## config.mk

```make
export PLATFORM = sky130hd
export DESIGN_NAME = mips_fetch_unit
export DESIGN_NICKNAME = d
export VERILOG_FILES = /design/src/rtl/mips_pkg.sv /design/src/rtl/flopenr_n.sv /design/src/rtl/mips_fetch_unit.sv
export SDC_FILE = /design/constraint.sdc
export NUM_CORES = 1
export LEC_CHECK = 0
export ABC_AREA = 1
export BUFFER_PORTS_ARGS = -buffer_cell sky130_fd_sc_hd__buf_2
export CORE_MARGIN = 3
export CORE_UTILIZATION = 45
export CTS_CLUSTER_SIZE = 25
export DETAILED_ROUTE_END_ITERATION = 8
export PLACE_DENSITY = 0.75
export SKIP_CTS_REPAIR_TIMING = 1
export SYNTH_ARGS = -nofsm -noshare
export SYNTH_HDL_FRONTEND = slang
export SYNTH_SLANG_ARGS = --single-unit
```

## constraint.sdc

```tcl
create_clock -name clk -period 1.7 [get_ports clk]
set_clock_uncertainty 0.1 [all_clocks]
set_input_delay 0.255 -clock clk [delete_from_list [all_inputs] [get_ports clk]]
set_output_delay 0.255 -clock clk [all_outputs]
set_load 0.03 [all_outputs]
```

## src/rtl/mips_pkg.sv

```systemverilog
// mips_pkg: shared pcsrc encodings, instruction field positions and opcodes
package mips_pkg;
  localparam logic [1:0] PCSRC_ALU    = 2'b00;
  localparam logic [1:0] PCSRC_ALUOUT = 2'b01;
  localparam logic [1:0] PCSRC_JUMP   = 2'b10;
  localparam logic [1:0] PCSRC_RSVD   = 2'b11;
  localparam int OPCODE_MSB = 31;
  localparam int OPCODE_LSB = 26;
  localparam int FUNCT_MSB  = 5;
  localparam int FUNCT_LSB  = 0;
  localparam logic [5:0] OP_RTYPE = 6'b000000;
  localparam logic [5:0] OP_J     = 6'b000010;
  localparam logic [5:0] OP_BEQ   = 6'b000100;
  localparam logic [5:0] OP_ADDI  = 6'b001000;
  localparam logic [5:0] OP_LW    = 6'b100011;
  localparam logic [5:0] OP_SW    = 6'b101011;
endpackage

```

## src/rtl/flopenr_n.sv

```systemverilog
// flopenr_n: enable register with asynchronous active-low reset to RST_VAL
//   clk, rst_n : clock, async active-low reset
//   en, d      : load enable and data
//   q          : registered value
module flopenr_n #(
  parameter int W = 32,
  parameter logic [W-1:0] RST_VAL = '0
) (
  input  logic         clk,
  input  logic         rst_n,
  input  logic         en,
  input  logic [W-1:0] d,
  output logic [W-1:0] q
);
  always_ff @(posedge clk or negedge rst_n)
    if (!rst_n) q <= RST_VAL;
    else if (en) q <= d;
endmodule

```

## src/rtl/mips_fetch_unit.sv

```systemverilog
// mips_fetch_unit: multicycle MIPS PC/IR/MDR/ALUOut registers with next-PC and address muxes
//   control in : pcen, irwrite, iord, pcsrc (from controller); reset is async active-low
//   data in    : aluresult (ALU), memrdata (memory read data)
//   outputs    : memaddr, pc, instr and decoded fields, signimm, mdr, aluout, instr_count
module mips_fetch_unit
  import mips_pkg::*;
#(
  parameter int WIDTH = 32,
  parameter logic [WIDTH-1:0] RESET_PC = 32'h0000_0000,
  parameter int CNT_WIDTH = 16
) (
  input  logic                 clk,
  input  logic                 reset,
  input  logic                 pcen,
  input  logic                 irwrite,
  input  logic                 iord,
  input  logic [1:0]           pcsrc,
  input  logic [WIDTH-1:0]     aluresult,
  input  logic [WIDTH-1:0]     memrdata,
  output logic [WIDTH-1:0]     memaddr,
  output logic [WIDTH-1:0]     pc,
  output logic [WIDTH-1:0]     instr,
  output logic [5:0]           opcode,
  output logic [5:0]           funct,
  output logic [4:0]           rs,
  output logic [4:0]           rt,
  output logic [4:0]           rd,
  output logic [WIDTH-1:0]     signimm,
  output logic [WIDTH-1:0]     mdr,
  output logic [WIDTH-1:0]     aluout,
  output logic [CNT_WIDTH-1:0] instr_count
);
  logic [WIDTH-1:0] pc_d;
  logic [CNT_WIDTH-1:0] cnt_q, cnt_d;
  // Jump target uses the already-incremented PC; reserved pcsrc holds the PC even with pcen
  always_comb
    pc_d = pcsrc == PCSRC_ALU    ? aluresult :
           pcsrc == PCSRC_ALUOUT ? aluout :
           pcsrc == PCSRC_JUMP   ? {pc[31:28], instr[25:0], 2'b00} : pc;
  assign cnt_d = irwrite ? cnt_q + 1'b1 : cnt_q;
  flopenr_n #(.W(WIDTH), .RST_VAL(RESET_PC)) u_pc (
    .clk(clk), .rst_n(reset), .en(pcen), .d(pc_d), .q(pc));
  flopenr_n #(.W(WIDTH)) u_ir (
    .clk(clk), .rst_n(reset), .en(irwrite), .d(memrdata), .q(instr));
  flopenr_n #(.W(WIDTH)) u_mdr (
    .clk(clk), .rst_n(reset), .en(1'b1), .d(memrdata), .q(mdr));
  flopenr_n #(.W(WIDTH)) u_aluout (
    .clk(clk), .rst_n(reset), .en(1'b1), .d(aluresult), .q(aluout));
  always_ff @(posedge clk or negedge reset)
    if (!reset) cnt_q <= '0;
    else cnt_q <= cnt_d;
  assign instr_count = cnt_q;
  assign memaddr = iord ? aluout : pc;
  assign opcode  = instr[OPCODE_MSB:OPCODE_LSB];
  assign funct   = instr[FUNCT_MSB:FUNCT_LSB];
  assign rs      = instr[25:21];
  assign rt      = instr[20:16];
  assign rd      = instr[15:11];
  assign signimm = {{(WIDTH-16){instr[15]}}, instr[15:0]};
endmodule

```

* Yosys cells after proc, flatten, opt, wreduce, memory -nomap -nowiden
Index checks and enable logic that the tools add are counted. Widths: inputs -> output; s select.
Cells by class: muxes and demuxes 4, equality and inequality tests 2, reductions and logical operators 5, $add $sub $neg 1
Operators with widths (number):
- $mux 32 | 3
- $mux 28 | 1
- $add 16x1->16 const B | 1
- $reduce_and 2->1 | 2
- $reduce_bool 3->1 | 1
- $eq 2x1->1 const B | 1
- $eq 2x2->1 const B | 1
- $logic_not 2->1 | 1
- $reduce_bool 2->1 | 1
Word-level totals: output and inout port bits 235, input port bits 71, logic and storage cells 18, register bits 144

* Logic depth before layout (Yosys ltp)
Gate-level depths: netlist of the first run.
depth in word-level cells 4, depth in mapped cells 8, mapped depth without buffers 8

* Hierarchy
From an unflattened synthesis of the first run, not the netlist that was laid out.
Unflattened totals: cell total of the unflattened synthesis 971, area, all modules 7807.5 µm²
Modules (own cells, without submodules):
- flopenr_n | seq. area each 800.8 µm², area an instance 1292.5 µm², cells an instance 136, instances 4
- mips_fetch_unit | seq. area each 400.4 µm², area an instance 2637.5 µm², cells an instance 427, instances 1

* Least setup slack after synthesis of the first run
Ideal clock, no wire load.
path kind reg2out, start point reg u_pc.q[10], end point out memaddr[10], data arrival time 1289 ps, stages on the path, launching flop included 3, buffers on the path 0, setup slack 56 ps, path through dfrtp_1 -> inv_1 -> o21ai_0
Between the ends: cells in the longest elaborated chain, start to end 1
Ends and longest elaborated chain:
- start: declaration | RTL line flopenr_n.sv:13 | output logic [W-1:0] q
- start signal: assignment | RTL line flopenr_n.sv:16 | if (!rst_n) q <= RST_VAL;
- start signal: assignment | RTL line flopenr_n.sv:17 | else if (en) q <= d;
- $mux 32 | RTL line mips_fetch_unit.sv:53 | assign memaddr = iord ? aluout : pc;
- end: declaration | RTL line mips_fetch_unit.sv:20 | output logic [WIDTH-1:0] memaddr,
Every way passes these cells.

* Worst setup path after layout of the first run
start point reg u_pc.q[22], end point out memaddr[22]
Same word-level chain as after synthesis.

==> results of run 1 <==
-- power by group --
part	internal (mW)	switching [mW]	leakage, nW
clock	2.65	1.42	0.311
combinational	0.820	1.98	2.71
sequential	3.76	0.303	1.69
-- per-layer routing --
layer  wire length [um]  track usage, %  share of wire (%)  vias up
met5                  0               0                  0        -
met4                283            6.83                1.4        0
met3               1560            6.35                8.0       25
met2              10300            40.7                 53      282
met1               7450            29.9                 38     2790
li1                   -               -                  -     2770
-- flip-flops by register name (all words and copies together) (netlist names) --
name and flops:
instr_count 16, u_aluout.q 32, u_pc.q 32, u_mdr.q 32, u_ir.q 32
-- layout make-up --
type / count / area share (%)
Sequential cell: 144 / 40.2
Timing Repair Buffer: 390 / 26.9
Multi-Input combinational cell: 388 / 20.2
Clock buffer: 23 / 5.55
Inverter: 74 / 3.09
Tap cell: 176 / 2.45
Clock inverter: 9 / 1.70
-- per-stage QoR --
stage / hold slack [ps] / cells / util, %
after floorplan: -141 / 697 / -
after global placement: 87.5 / 1107 / 57.0
after detailed placement: 88.8 / 1107 / 57.0
after CTS: -357 / 1139 / 61.9
after global routing: 90.2 / 1204 / 66.7
final: 78.8 / 1204 / 66.7
-- worst min-delay path by stage --
stage	endpoint	slack (ps)	cells after the start
detailed placement	instr_count[13]$_DFFE_PN0P_	90	1
global placement	instr_count[13]$_DFFE_PN0P_	90	1
finish	instr_count[1]$_DFFE_PN0P_	80	3
global route	instr_count[1]$_DFFE_PN0P_	90	3
CTS	u_ir.q[16]$_DFFE_PN0P_	-360	1
floorplan	instr_count[0]$_DFFE_PN0P_	-140	0
-- kinds of logic after synthesis --
kind of cell,share of synthesized area [%]
buf+inv,14.0
mux,0.716
simple gates,16.4
fa+ha+maj,0.199
compound gates,10.2
flops,57.2
xor+xnor,1.25
-- cells in the final DEF, fill, tap and decap left out, drive strengths merged --
cell type    synthesis  final
a21oi               42     42
a31oi                1      1
and2                 1      1
buf                 77    325
bufinv               0      4
clkbuf              14     23
clkinv               0      2
clkinvlp             0      3
dfrtp              144    144
dlygate4sd3          0     65
ha                   1      1
inv                 74     74
mux2                 4      4
nand2              161    161
nand3               36     36
nand4                6      6
nor2                44     44
nor2b                1      1
nor3                 3      3
o21ai               79     79
xnor2                4      4
xor2                 5      5
-- critical path, stage by stage (launching register included) --
cell and delay (ps):
dfrtp_1 390, inv_1 70, o21ai_1 200, buf_2 240
==> impl_metrics.py, run 1 <==
metrics = {
    "clock_tree": {
        "clkLatencyLatePin_ps": 410,
        "h-tree-depth": 4,
        "clkTransAtPathRegs_ps": 60,
        "clock_path_buffers": 2,
        "cts_buffers": 17,
        "cts_tree": "done",
        "cts_sinks": 144,
        "cts_root_buf": "clkbuf_16",
    },
    "synth": {
        "syn_nets": 769,
        "synth_seq_cells": 144,
        "yosysMostFrequentCell": "nand2_1",
        "async_flop_share_pct": 100,
        "synth_edf_count": 0,
        "ys_types": 25,
        "yosys_warnings": 0,
        "synthesis.area_um2": 6290,
        "syn-mean-instance-area_um2": 9.03,
        "yosys_most_used_dff": "dfrtp_1",
        "yosysTopAreaCell": "dfrtp_1",
        "syn_inst": 697,
        "yosysSeqAreaShare_pct": 57.2,
        "synth_area_leaders": "dfrtp_1 (57%), nand2_1 (9.6%), buf_4 (7.4%), o21ai_0 (6.0%), inv_1 (4.2%)",
        "synthTopCellsByCount": "nand2_1 (161), dfrtp_1 (144), o21ai_0 (76)",
        "synth_top_area_share_pct": 57.2,
    },
    "worst_setup_path": {
        "worst_setup_path_end_kind": "output port",
        "worstPathArrival_ps": 1310,
        "critical_path_class": "reg2out",
        "critPathMaxFanout": 2,
        "startpoint": "u_pc.q[22]$_DFFE_PN0P_",
        "rr_worst_depth": 5,
        "reg2reg_to": "instr_count[8]$_DFFE_PN0P_",
        "worstPathRequired_ps": 1340,
        "reg2reg_from": "instr_count[0]$_DFFE_PN0P_",
        "endpoint": "memaddr[22]",
        "rrSetupSlack_ps": 240,
        "critPathLaunchType": "flop",
    },
    "finish": {
        "stdcell_area_um2": 8980,
        "nFillCells": 1075,
        "area_delta_synth_final_pct": 42.6,
        "fin_nets": 1087,
        "multi_input_area_um2": 1810,
        "antenna_cells": 0,
        "regArea_um2": 3600,
        "drive_gt1_share_pct": 36.7,
    },
    "die": {
        "fp.dieW_um": 124,
        "die_area_um2": 15400,
        "die_h_um": 124,
        "rows": 42,
        "io_pins": 306,
        "start_util_pct": 46.8,
        "coreArea_um2": 13500,
    },
    "pwr": {
        "p_leak_nw": 4.71,
        "ir_drop_mv": 0.627,
        "p_per_area_nw_per_um2": 1220,
        "total_power_mw": 10.9,
    },
    "route": {
        "routed_via_density": 4.87,
        "drt_iter0_markers": 365,
        "vias": 5867,
        "drc_errors": 0,
        "ant_nets": 0,
        "wl_per_cell_um": 16.3,
        "firstDrtPassIters": 5,
        "totalWireLength_um": 19600,
    },
    "timing": {
        "drv_slew": 0,
        "tns_ps": 0,
        "period_minus_slack_ps": 1660,
        "hold_viol_final": 0,
        "tightest_slew_ps": 383,
        "rsz0062_at_grt": "yes",
        "period_share_pct": 97.7,
        "fmax_ghz": 0.602,
        "setup_viol": 0,
        "fin_ws_ps": 39.8,
        "relSlewSlack_pct": 74.4,
    },
    "place": {
        "pre_cts_ws_ps": 235,
        "dp_hpwl_um": 13900,
        "placed_area_um2": 7670,
        "gp_congestion": 0.841,
        "io_buffers": 305,
    },
    "hold_path": {
        "holdCritPathClass": "in2reg",
        "min_from": "irwrite",
    },
    "job": {
        "max_cap_viol_count": 0,
    },
    "global_route": {
        "antenna_found_initial": 0,
        "grt_overflow": 0,
        "grt_first_pass_wirelength_um": 29400,
        "grt_use_total_pct": 23.8,
        "grt_max_degree": 41,
        "grt_pass1_vias": 5374,
    },
    "status": {
        "status": "finished clean",
    },
}
No activity file was read; power rests on OpenSTA's default activity.
==> run 2: changes to the inputs <==
- CTS_CLUSTER_SIZE: 25 -> unset
- SETUP_SLACK_MARGIN: unset -> 0.5
- SLEW_MARGIN: unset -> 20
==> run 2 against run 1 <==
  * Critical path depth rose by 5
  * Routed wire length rose by 48%
  * Highest routed layer is now met5
  * Setup slack gained 35 ps
  * Global-route usage down 0.25 points
  * Clock power up 1%
  * Core utilization is 19 points higher
  * Final cell count is 5.4% higher
  * Worst hold slack better by 51 ps
  * Via count grew 21%
  * Critical path type is now reg2reg
==> impl_metrics.py, run 2 (synthesis results as in run 1) <==
metrics = {
    "status": {
        "status": "finished clean",
    },
    "clock_tree": {
        "clkLatencyLatePin_ps": 420,
        "clock_path_buffers": 2,
        "h-tree-depth": 4,
        "cts_buffers": 17,
        "cts_tree": "done",
        "cts_root_buf": "clkbuf_16",
        "cts_sinks": 144,
        "clkTransAtPathRegs_ps": 60,
    },
    "timing": {
        "hold_viol_final": 0,
        "setup_viol": 0,
        "drv_slew": 0,
        "period_share_pct": 95.6,
        "tns_ps": 0,
        "relSlewSlack_pct": 71.1,
        "fmax_ghz": 0.615,
        "rsz0062_at_grt": "yes",
        "tightest_slew_ps": 433,
        "period_minus_slack_ps": 1620,
    },
    "global_route": {
        "grt_overflow": 0,
        "grt_pass1_vias": 5451,
        "antenna_found_initial": 1,
        "grt_use_total_pct": 23.6,
        "grt_first_pass_wirelength_um": 29200,
        "grt_max_degree": 41,
    },
    "finish": {
        "instances_no_fill": 1269,
        "fin_nets": 1152,
        "final_common_cell": "buf_6",
        "antenna_cells": 0,
        "drive_gt1_share_pct": 54.4,
        "multi_input_area_um2": 2320,
        "final_cell_mix": "buf_6 (239), nand2_1 (131), dfrtp_1 (91), buf_4 (74), buf_2 (70)",
        "area_delta_synth_final_pct": 83.1,
        "regArea_um2": 3670,
        "nFillCells": 607,
    },
    "route": {
        "vias": 7128,
        "totalWireLength_um": 29100,
        "drt_iter0_markers": 774,
        "highest_layer": "met5",
        "met2WireLength_um": 15300,
        "wl_met3_um": 2490,
        "ant_nets": 0,
        "firstDrtPassIters": 5,
        "wl_per_cell_um": 22.9,
        "routed_via_density": 5.62,
        "drc_errors": 0,
        "routedLengthMet1_um": 9240,
    },
    "pwr": {
        "p_per_area_nw_per_um2": 1100,
        "comb_power_share_pct": 33.8,
        "p_sw_share_pct": 35.1,
        "internal_power_mw": 8.23,
        "switching_power_mw": 4.46,
        "total_power_mw": 12.7,
        "ir_drop_mv": 0.731,
        "power.share.clock_pct": 32.5,
        "p_leak_nw": 5.55,
        "p_seq_share_pct": 33.7,
    },
    "worst_setup_path": {
        "critPathLaunchType": "flop",
        "critPathTopFamily": "simple AND/OR/NAND/NOR gates",
        "crit_chain": "nand2_1 -> inv_1 -> nand2_1 -> nor2_4 -> nand3_1 -> nand2_1 -> nand2_1 -> inv_1",
        "cpMostUsedCell": "nand2_1",
        "worstPathRequired_ps": 1950,
        "worstPathArrival_ps": 1880,
        "critPathMaxFanout": 4,
        "crit_slowest_cell": "dfrtp_2",
        "worst_setup_path_end_kind": "flop",
        "worst-path-buf-inv": 2,
        "cpPeakStageDelay_ps": 410,
        "critical_path_class": "reg2reg",
    },
    "job": {
        "max_cap_viol_count": 0,
    },
    "die": {
        "fp.dieW_um": 124,
        "io_pins": 306,
        "coreArea_um2": 13500,
        "die_area_um2": 15400,
        "start_util_pct": 46.8,
        "rows": 42,
        "die_h_um": 124,
    },
    "place": {
        "gp_congestion": 0.849,
        "io_buffers": 305,
        "dp_hpwl_um": 13900,
        "dp.cells": 1107,
    },
    "hold_path": {
        "holdCritPathClass": "in2reg",
    },
}
## run 2: changes by cell type in the layout (fill, tap and decap cells not counted), moves of 25 or more
cell     previous run  this run
o21ai_0            74        48
o21ai_4             0        26
nand2_2             0        29
buf_2             303        70
dfrtp_1           143        91
inv_2               3        28
buf_6               1       239
nand2_1           161       131
inv_1              71        44
dfrtp_2             1        53
buf_4              15        74
## run 2: worst register-to-register path, delay by kind of cell, from the launching register on
| kind | cells | cell delay (ps) |
|---|---|---|
| buffers and inverters | 2 | 270 |
| flip-flops | 1 | 410 |
| AND/OR/NAND/NOR | 6 | 790 |
## run 2: power groups by stage
stage	logic [mW]	clock network, mW	registers, mW
after CTS	2.86	4.08	4.11
after detailed placement	2.86	0	4.17
after floorplan	1.43	0	4.79
after global routing	4.44	4.27	4.31
final	4.29	4.12	4.28
after global placement	2.83	0	4.15
## run 2: layer usage
| layer | vias up | global-route usage, % |
|---|---|---|
| met5 | - | 0 |
| met4 | 2 | 8.90 |
| met3 | 183 | 5.92 |
| met2 | 589 | 40.3 |
| met1 | 3434 | 28.9 |
| li1 | 2920 | - |
## run 2: through the flow
stage / cell area (um2) / util (%) / worst slack (ps) / hold WS (ps)
floorplan: 6810 / - / 386 / -141
global placement: 8070 / 60.0 / 234 / 84.5
detailed placement: 8070 / 60.0 / 200 / 82.4
CTS: 8710 / 64.7 / 45.7 / -364
global route: 11500 / 85.7 / 51.0 / 123
finish: 11500 / 85.7 / 75.1 / 130
## run 2: final timing paths
path                                               end  cells past startpoint                  startpoint  slack, ps
max                        instr_count[12]$_DFFE_PN0P_                      8  instr_count[3]$_DFFE_PN0P_         80
min                             u_ir.q[27]$_DFFE_PN0P_                      3                     irwrite        130
max reg2reg                instr_count[12]$_DFFE_PN0P_                      8  instr_count[3]$_DFFE_PN0P_         80
min reg2reg                      u_pc.q[5]$_DFFE_PN0P_                      2       u_pc.q[5]$_DFFE_PN0P_        480
max in group asynchronous       u_ir.q[12]$_DFFE_PN0P_                      3                       reset        690
min in group asynchronous  instr_count[15]$_DFFE_PN0P_                      2                       reset        220
## run 2: final cells by class
cell class              count  area share (%)
flip-flops and latches    144            31.8
repair buffers            455            38.1
inverters                  74            2.45
multi-input cells         388            20.2
clock buffers              18            3.72
clock inverters            14            1.85
well taps                 176            1.91
==> run 3: changes to the inputs <==
- clock period: 1.7 -> 1.5 ns (I/O delays scaled with it)
==> run 3 against run 2 <==
  * The flow now finishes with violations (hold timing, setup timing)
  * Core utilization down 2.1 points
  * Final cell count down 1.3%
  * Design area down 2.5%
  * Critical path type is now reg2out
  * Routed wire length down 11%
  * Sequential share of layout area up 1.2 points
  * Global-route usage up 0.31 points
==> impl_metrics.py, run 3 (synthesis results as in run 1) <==
metrics = {
    "status": {
        "status": "finished with violations",
        "violations": "hold timing, setup timing",
    },
    "clock_tree": {
        "h-tree-depth": 4,
        "clkTransAtPathRegs_ps": 60,
        "cts_sinks": 144,
        "clock_path_buffers": 2,
        "cts_tree": "done",
        "clkLatencyLatePin_ps": 430,
        "cts_buffers": 17,
        "cts_root_buf": "clkbuf_16",
    },
    "timing": {
        "fmax_ghz": 0.621,
        "rsz0062_at_grt": "yes",
        "period_minus_slack_ps": 1610,
        "fin_ws_ps": -111,
        "drv_slew": 0,
        "setup_viol": 26,
        "hold_ws_ps": -382,
        "relSlewSlack_pct": 67.6,
        "tightest_slew_ps": 486,
        "period_share_pct": 107,
        "hold_viol_final": 48,
    },
    "die": {
        "die_area_um2": 15400,
        "start_util_pct": 46.8,
        "coreArea_um2": 13500,
        "fp.dieW_um": 124,
        "die_h_um": 124,
        "rows": 42,
        "io_pins": 306,
    },
    "finish": {
        "fin_util_pct": 83.6,
        "stdcell_area_um2": 11200,
        "drive_gt1_share_pct": 57.5,
        "area_delta_synth_final_pct": 78.6,
        "final_common_cell": "buf_6",
        "fin_nets": 1135,
        "nFillCells": 650,
        "final_cell_mix": "buf_6 (199), nand2_1 (126), buf_2 (100), dfrtp_2 (85), buf_4 (65)",
    },
    "worst_setup_path": {
        "critPathLaunchType": "flop",
        "worstPathArrival_ps": 1290,
        "critical_path_class": "reg2out",
        "worst_setup_path_end_kind": "output port",
        "cpPeakStageDelay_ps": 420,
        "crit_chain": "mux2_4 -> buf_6",
        "crit_slowest_cell": "dfrtp_1",
        "worstPathRequired_ps": 1170,
        "critPathMaxFanout": 3,
        "worst-path-buf-inv": 1,
        "critPathTopFamily": "flip-flops",
    },
    "place": {
        "gp_congestion": 0.823,
        "placed_area_um2": 8220,
        "dp_hpwl_um": 13600,
        "io_buffers": 305,
    },
    "global_route": {
        "grt_use_total_pct": 23.9,
        "grt_pass1_vias": 5532,
        "grt_first_pass_wirelength_um": 29300,
        "grt_max_degree": 60,
        "grt_overflow": 0,
        "antenna_found_initial": 1,
    },
    "route": {
        "ant_nets": 0,
        "vias": 6662,
        "routed_via_density": 5.32,
        "firstDrtPassIters": 5,
        "drc_errors": 0,
        "totalWireLength_um": 26000,
        "drt_iter0_markers": 464,
        "wl_per_cell_um": 20.8,
    },
    "pwr": {
        "ir_drop_mv": 0.737,
        "p_per_area_nw_per_um2": 1240,
        "p_leak_nw": 5.33,
    },
    "job": {
        "max_cap_viol_count": 0,
    },
    "hold_path": {
        "holdCritPathClass": "in2async",
    },
}
==> run 3: final timing paths <==
kind / startpoint / slack, ps / end / depth (start not counted)
max in group asynchronous: reset / 1100 / u_pc.q[2]$_DFFE_PN0P_ / 2
worst min-delay path: reset / -380 / u_ir.q[3]$_DFFE_PN0P_ / 1
min in group clk: irwrite / 70 / instr_count[1]$_DFFE_PN0P_ / 3
worst max-delay path: u_pc.q[29]$_DFFE_PN0P_ / -110 / memaddr[29] / 2
worst min register to register: u_ir.q[27]$_DFFE_PN0P_ / 450 / u_ir.q[27]$_DFFE_PN0P_ / 2
worst max register to register: instr_count[1]$_DFFE_PN0P_ / 60 / instr_count[11]$_DFFE_PN0P_ / 7
==> run 3: cell type report <==
class,count,area [um2],share of cell area (%)
Tap cell,176,220,1.96
Multi-Input combinational cell,388,2370,21.1
Antenna cell,1,2.50,0.0223
Sequential cell,144,3710,33.0
Timing Repair Buffer,438,4070,36.2
Inverter,74,285,2.54
Clock inverter,10,113,1.00
Clock buffer,22,474,4.22
==> run 3: worst reg2reg max path: stages (launching register included) <==
cell and delay [ps]:
dfrtp_2 470, buf_6 130, nand2_4 50, nor2_4 150, nand3_2 120, nor2_1 120
nor2_1 50, nor2_1 160
==> run 3: metal layers <==
metal / GRT usage (%) / up-vias / routed length, um
met5: 0 / - / 0
met4: 9.28 / 0 / 1130
met3: 5.92 / 93 / 1820
met2: 41.5 / 416 / 14400
met1: 28.6 / 3281 / 8630
li1: - / 2872 / -
==> run 3: power by group <==
part	total [mW]	switching, mW	leakage [nW]	internal [mW]
combinational	4.80	2.75	3.46	2.05
sequential	4.88	0.553	1.60	4.32
clock	4.23	1.66	0.274	2.57
==> run 3: stage by stage <==
stage               std cells  TNS, ps  power (mW)  setup slack (ps)
floorplan                 697        0        7.19               203
global placement         1110        0        8.03               123
detailed placement       1110        0        8.07               120
CTS                      1142    -1920        12.2              -117
global route             1253    -2880        14.4              -133
finish                   1253    -1930        13.9              -111
